### config.mk
export PLATFORM = sky130hd
export DESIGN_NAME = irq_priority_arbiter
export DESIGN_NICKNAME = d
export VERILOG_FILES = /design/src/rtl/irq_priority_arbiter.sv
export SDC_FILE = /design/constraint.sdc
export NUM_CORES = 1
export LEC_CHECK = 0
export ABC_AREA = 1
export CAP_MARGIN = 0
export CELL_PAD_IN_SITES_DETAIL_PLACEMENT = 1
export CELL_PAD_IN_SITES_GLOBAL_PLACEMENT = 2
export CORE_ASPECT_RATIO = 1.2
export CORE_UTILIZATION = 29
export CTS_CLUSTER_DIAMETER = 100
export DETAILED_ROUTE_END_ITERATION = 10
export GPL_TIMING_DRIVEN = 1
export PLACE_DENSITY = 0.91
export SYNTH_ARGS = -nofsm -noshare
export SYNTH_HDL_FRONTEND = slang
export SYNTH_SLANG_ARGS = --single-unit
### constraint.sdc
create_clock -name clk -period 1.9 [get_ports clk]
set_input_delay 0.475 -clock clk [delete_from_list [all_inputs] [get_ports clk]]
set_output_delay 0.475 -clock clk [all_outputs]
set_load 0.02 [all_outputs]
### src/rtl/irq_priority_arbiter.sv
// Captures rising edges on four request lines into sticky pending bits and
// presents the highest-priority pending line as a held grant under valid/ack.
module irq_priority_arbiter (
    input  logic       clk,
    input  logic       rst,
    input  logic [3:0] req_lines,
    input  logic       ack,
    input  logic       clr_overrun,
    output logic       irq_valid,
    output logic [1:0] irq_id,
    output logic [3:0] pending,
    output logic       overrun,
    output logic [7:0] grant_count
);

    typedef enum logic {IDLE, GRANT} state_t;

    state_t     state;
    logic [3:0] prev_req;
    logic [3:0] req_edge;
    logic [3:0] clear_mask;
    logic [3:0] pending_next;
    logic [1:0] top_id;

    // An ack only clears the line actually being granted; a fresh edge on that
    // same line re-arms it, so the new request is never lost.
    always_comb begin
        req_edge   = req_lines & ~prev_req;
        clear_mask = 4'b0000;
        if (state == GRANT && ack) begin
            clear_mask[irq_id] = 1'b1;
        end
        pending_next = (pending & ~clear_mask) | req_edge;
    end

    always_comb begin
        casez (pending)
            4'b1???: top_id = 2'd3;
            4'b01??: top_id = 2'd2;
            4'b001?: top_id = 2'd1;
            default: top_id = 2'd0;
        endcase
    end

    always_ff @(posedge clk or posedge rst) begin
        if (rst) begin
            state       <= IDLE;
            prev_req    <= 4'b0000;
            pending     <= 4'b0000;
            overrun     <= 1'b0;
            irq_valid   <= 1'b0;
            irq_id      <= 2'b00;
            grant_count <= 8'd0;
        end else begin
            prev_req <= req_lines;
            pending  <= pending_next;

            // A new overrun takes precedence over a simultaneous clear.
            if (|(req_edge & pending & ~clear_mask)) begin
                overrun <= 1'b1;
            end else if (clr_overrun) begin
                overrun <= 1'b0;
            end

            case (state)
                IDLE: begin
                    if (|pending) begin
                        irq_id    <= top_id;
                        irq_valid <= 1'b1;
                        state     <= GRANT;
                    end
                end
                GRANT: begin
                    if (ack) begin
                        irq_valid   <= 1'b0;
                        grant_count <= grant_count + 8'd1;
                        state       <= IDLE;
                    end
                end
                default: begin
                    irq_valid <= 1'b0;
                    state     <= IDLE;
                end
            endcase
        end
    end

endmodule

# ---- Word-level counts from Yosys, hierarchy flattened
# Index checks and enable logic that the tools add are counted.
dict set report word_totals {
  elab_cells 42
  input_bits 8
  regBits 21
  output_inout_bits 16
}
dict set report classes {
  n_reduce_logical 8
  bitwise 8
  eq_ne 4
  n_mux 12
  order_cmp 2
  addsub 1
}
# op n
set ops {}
lappend ops {{$and 4x4->4} 4}
lappend ops {{$add 8x1->8 const B} 1}
lappend ops {{$not 4->4} 2}
lappend ops {{$reduce_or 4->1} 2}
lappend ops {{$mux 1} 7}
lappend ops {{$pmux 2 s3} 1}
lappend ops {{$reduce_and 2->1} 3}
lappend ops {{$mux 4} 1}
lappend ops {{$ne 2x2->1 const B} 2}
lappend ops {{$or 4x4->4} 1}
lappend ops {{$pmux 1 s2} 2}
lappend ops {{$eq 3x1->1 const B} 1}
lappend ops {{$lt 2x3->1 const B} 1}
lappend ops {{$demux 1 s2} 1}
lappend ops {{$eq 2x1->1 const B} 1}
lappend ops {{$ge 2x1->1 const B} 1}
lappend ops {{$logic_and 1x1->1} 2}
lappend ops {{$reduce_bool 2->1} 1}
lappend ops {{$not 1->1} 1}

# ---- Logic depth before layout (Yosys ltp)
dict set report depth {
  word_depth 9
  ltp_mapped 7
  ltp_nobuf 7
}

# ---- Worst setup path before layout
# Ideal clock, no wire load.
dict set report synth_path {
  path_kind {register to register}
  from {register grant_count[0]}
  to {register grant_count[4]}
  path_slack_ns 0.762
  t_arrival_ns 1.008
  path_stages_with_launch 6
  n_path_buf 0
  setup_ns 0.130
  path_cell_list {dfrtp_1 -> ha_1 -> nand2_1 -> inv_1 -> nand2_1 -> xnor2_1}
}
dict set report synth_between {
  elab_chain_cells 1
}
# item line
set synth_rtl {}
lappend synth_rtl {{start, declared} 13} ;# output logic [7:0] grant_count
lappend synth_rtl {{start signal, assigned} 76} ;# grant_count <= grant_count + 8'd1;
lappend synth_rtl {{$add 8x1->8} 76}
# No other way between the ends.
# A chain may end at the register's enable or synchronous reset.

# ---- Worst setup path after layout
dict set report layout_path {
  from {register pending[3]}
  to {output port pending[3]}
}
# item line
set layout_rtl {}
lappend layout_rtl {{start, declared} 11} ;# output logic [3:0] pending,
lappend layout_rtl {{start signal, assigned} 56} ;# pending <= pending_next;
# No word-level cell between the ends.

==> results <==
- The cell-internal power is 1110 uW.
- The final critical-path share of the clock period is between 90% and 100%.
- The worst path buffer plus inverter count is 1.
- The area of the core is 3140 um^2.
- During I/O placement, the number of pins put on the boundary was 24.
- The element type at the critical path end is an output pin.
- CTS placed an instance of sky130_fd_sc_hd__clkbuf_4 at the clock tree root.
- After the first detailed-routing iteration, the DRC count stood at 2.
- The final hold slack is roughly 500 ps.
- The detailed placement HPWL is around 1600 um.
- The worst register-to-register path ends at grant_count[6]$_DFFE_PP0P_.
- Counting distinct cell types in the post-synthesis netlist gives 16.
- After detailed placement, the design holds a cell count of ~180.
- Setup repair after global routing left no endpoint under its margin.
- After Yosys synthesis, full adders, half adders and majority gates account for around 1.3% of the synthesized area.
- Counting every instance in the synthesized netlist gives 118.
- The switching portion of total power is ~43%.
- Global routing used roughly 13% of the available tracks.
- The category of the critical setup timing path is reg2out.
- Grouping stages by cell kind, the critical path spends the most delay in buffers and inverters.
- The top cell type by area accounts for between 50% and 60% of the synthesized area.
- For this design the total switching power over the nets is about 840 uW.
- For the pin with the worst max-slew slack, the measured transition is about 260 ps.
- The total power per unit cell area is approximately 1500 nW/um^2.
- Traced cell by cell, the critical path runs through clkdlybuf4s50_1.
- The main combinational cell family by area after synthesis is simple AND/OR/NAND/NOR gates.
- Each instance of the synthesized netlist takes up on average 8.24 um^2.
- The later pin in the worst-skew pair is clocked with a latency of about 300 ps.
- The worst register-to-register path begins at grant_count[0]$_DFFE_PP0P_.
- The biggest area contributor in the post-synthesis netlist is sky130_fd_sc_hd__dfrtp_1.
- The number of antenna violations at the first check in global routing came to 0.
- On the worst path, the slowest cell contributes a delay of 630 ps.
- STA puts the critical path data required time at 1420 ps.
- The sequential share of power is 41.1%.
- Counting every net in the synthesized netlist gives 127.
- Of the total power, combinational logic draws 48.1%.
- In this run the number of H-tree levels came out at 1.
- The aggregate global routing overflow is 0.
- The DRC violation count after routing is 0.
- The CTS buffer count is 3.
- Cells with a size suffix above 1 make up between 6 and 7% of the layout.
- The remaining number of nets flagged by the antenna check after routing is 0.
- The XOR/XNOR share of the synthesized area is under 10%.
- The worst-case reg-to-reg path depth is 7.
- The synthesized flop and latch total is 21.
- The multi-input gate area in the final layout is around 360 um^2.
- The worst setup path is launched from a register.
- The first-pass GRT wire length is ~3500 um.
- After detailed routing, the average wire length per cell comes to about 11 um.
- Static timing analysis puts the maximum clock frequency at ~550 MHz.
- The peak fanout along the critical path is 5.
- The total leakage power is around 0.0007 uW.
- The finished cells cover 1290 um^2.
- For flop-to-flop paths, the worst setup slack is 770 ps.
- The max-slew violation count is 0.
- The final critical delay including setup and external delays is 1820 ps.
- The floorplan has 22 rows.
- Dividing the detail-routed via count by the number of cells gives 4.45.
- The cell area reported after detailed placement is 1250 um^2.
- The critical-path cell with the highest stage delay is sky130_fd_sc_hd__clkdlybuf4s50_1.
- The sequential cell area fraction in the yosys report is a little over half.
- The number of antenna diodes in the final layout is 0.
- The die footprint is ~3600 um^2.
- The buffer levels on the longest clock path is 2.
- Entering global routing, the biggest net connects 22 pins.
- The non-filler instance count after layout is around 180.
- Multiplexer cells account for 0% of the synthesized area.
- The register clock-pin slew on the reported worst setup and hold paths is approximately 120 ps.
- The final wirelength is 2040 um.
- Adding up every negative setup slack in the final design gives 0 ps.
- The clock network fraction of total power is a little over a tenth.
- The synthesized-area fraction occupied by ao, oa, aoi and oai cells is approximately 4%.
- The mapped cell area is a little under 1000 um^2.
- The final setup violation count is 0.
- Routability-driven placement finished with a final weighted congestion of slightly below 0.8.
- The area of all sequential standard cells is between 500 and 600 um^2.
- Clock skew on the completed layout was measured at 8.52 ps.
- The synthesis-to-finish area growth is 32.8%.
- The die extent in x is 54.9 um.
- The run finished with clean final reports.
- The min-delay analysis places its worst path in the category in2async.
- For this run, the number of Yosys warnings is 0.
- CTS saw 21 sinks.
- The number of nets in the final layout is 156.
- The TritonCTS clock tree is yes.
- The number of max-cap violations is 0.
- The simple-gate share of the synthesized area is 27.5%.
- The arrival time of data at the critical path endpoint is roughly 1300 ps.
- The detailed-router iteration count before antenna repair is 3.
- The number of setup buffers added after CTS is 0.
- The initial standard-cell utilization of the core is 31.0%.
- Measured along the y axis, the die boundary spans ~65 um.
- The number of hold violations in the final report is 0.
- The number of inserted filler cells in the final layout is 395.
- Buffers placed on the I/O ports in this run total 23.
- Sorting the synthesized cells by area gives the leading types as sky130_fd_sc_hd__dfrtp_1, sky130_fd_sc_hd__nand2_1, sky130_fd_sc_hd__inv_1.
- The largest vdd supply drop is 0.663 mV.
- The number of global-route vias before repair came to slightly above 800.
- The normalized max-slew margin is between 80% and 90%.
- The detailed-route via count is 809.
==> cell usage in the layout, fill, tap and decap left out <==
cell type and n:
sky130_fd_sc_hd__nand2_2 1, sky130_fd_sc_hd__dfrtp_1 21, sky130_fd_sc_hd__clkdlybuf4s50_1 19, sky130_fd_sc_hd__clkbuf_4 3
sky130_fd_sc_hd__nand4_1 1, sky130_fd_sc_hd__inv_1 23, sky130_fd_sc_hd__xnor2_1 2, sky130_fd_sc_hd__nor2_1 12
sky130_fd_sc_hd__a21oi_1 2, sky130_fd_sc_hd__ha_1 1, sky130_fd_sc_hd__buf_4 1, sky130_fd_sc_hd__clkinv_2 1
sky130_fd_sc_hd__clkbuf_1 1, sky130_fd_sc_hd__o21ai_0 6, sky130_fd_sc_hd__xor2_1 2, sky130_fd_sc_hd__nand2_1 35
sky130_fd_sc_hd__nand2_4 1, sky130_fd_sc_hd__nor2_4 2, sky130_fd_sc_hd__dlymetal6s2s_1 4, sky130_fd_sc_hd__nand3_1 7
sky130_fd_sc_hd__nand3_2 1
==> how the worst max path moves through the flow <==
stage | startpoint | endpoint | slack, ps | cells after the start
finish | pending[3]$_DFF_PP0_ | pending[3] | 80 | 1
global route | grant_count[4]$_DFFE_PP0P_ | grant_count[4] | 30 | 1
CTS | irq_id[0]$_DFFE_PP0P_ | irq_id[0] | 10 | 1
detailed placement | ack | overrun$_DFFE_PP0P_ | 210 | 8
global placement | ack | overrun$_DFFE_PP0P_ | 270 | 8
floorplan | grant_count[0]$_DFFE_PP0P_ | grant_count[4]$_DFFE_PP0P_ | 760 | 5
==> through the flow <==
stage               utilization [%]  power (uW)  setup WS, ps
floorplan                         -        1320           762
global placement               40.0        1750           269
detailed placement             40.0        1770           213
CTS                            40.8        1990          9.52
global route                   41.1        2110          26.9
finish                         41.1        1950          80.0
==> sequential cells by signal, summed over array words and instances (netlist names) <==
| register | flops |
|---|---|
| pending | 4 |
| irq_id | 2 |
| grant_count | 8 |
| state | 1 |
| overrun | 1 |
| irq_valid | 1 |
| prev_req | 4 |
==> power groups by stage <==
| stage | clock network, uW | logic [uW] | registers, uW |
|---|---|---|---|
| detailed placement | 0 | 957 | 812 |
| global route | 233 | 1040 | 831 |
| global placement | 0 | 942 | 807 |
| finish | 210 | 938 | 801 |
| floorplan | 0 | 363 | 961 |
| CTS | 223 | 963 | 807 |
==> final cells by class <==
cell class,count,share of cell area (%)
Clock buffer,4,2.03
Tap cell,36,3.49
Sequential cell,21,40.7
Timing Repair Buffer,24,19.2
Inverter,24,7.07
Multi-Input combinational cell,73,27.5
==> logic make-up after synthesis <==
family,count (synthesis)
simple gates,60
xor+xnor,4
fa+ha+maj,1
compound gates,8
flops,21
buf+inv,24
==> layer usage <==
metal | global-route usage, % | routed length [um]
met4 | 4.81 | 11
met1 | 17.6 | 941
met5 | 0 | 0
met3 | 2.08 | 72
met2 | 21.8 | 1020
==> tightest hold or removal path, cell delays in order <==
cell and delay, ps:
sky130_fd_sc_hd__clkdlybuf4s50_1 400, sky130_fd_sc_hd__inv_1 50, sky130_fd_sc_hd__buf_4 260
==> cells in the mapped netlist <==
| cell type | count |
|---|---|
| sky130_fd_sc_hd__a21oi_1 | 2 |
| sky130_fd_sc_hd__clkinv_2 | 1 |
| sky130_fd_sc_hd__xor2_1 | 2 |
| sky130_fd_sc_hd__ha_1 | 1 |
| sky130_fd_sc_hd__o21ai_0 | 6 |
| sky130_fd_sc_hd__nand4_1 | 1 |
| sky130_fd_sc_hd__inv_1 | 23 |
| sky130_fd_sc_hd__dfrtp_1 | 21 |
| sky130_fd_sc_hd__nand3_2 | 1 |
| sky130_fd_sc_hd__nor2_4 | 2 |
| sky130_fd_sc_hd__nor2_1 | 12 |
| sky130_fd_sc_hd__nand2_2 | 1 |
| sky130_fd_sc_hd__xnor2_1 | 2 |
| sky130_fd_sc_hd__nand2_1 | 35 |
| sky130_fd_sc_hd__nand3_1 | 7 |
| sky130_fd_sc_hd__nand2_4 | 1 |
==> timing repair <==
| action | in CTS | in global routing |
|---|---|---|
| hold buffers | 0 | 0 |
| setup endpoints to repair | 0 | 4 |
| resized for setup | 0 | 4 |
Note: power is estimated with default switching activity, not from simulation.
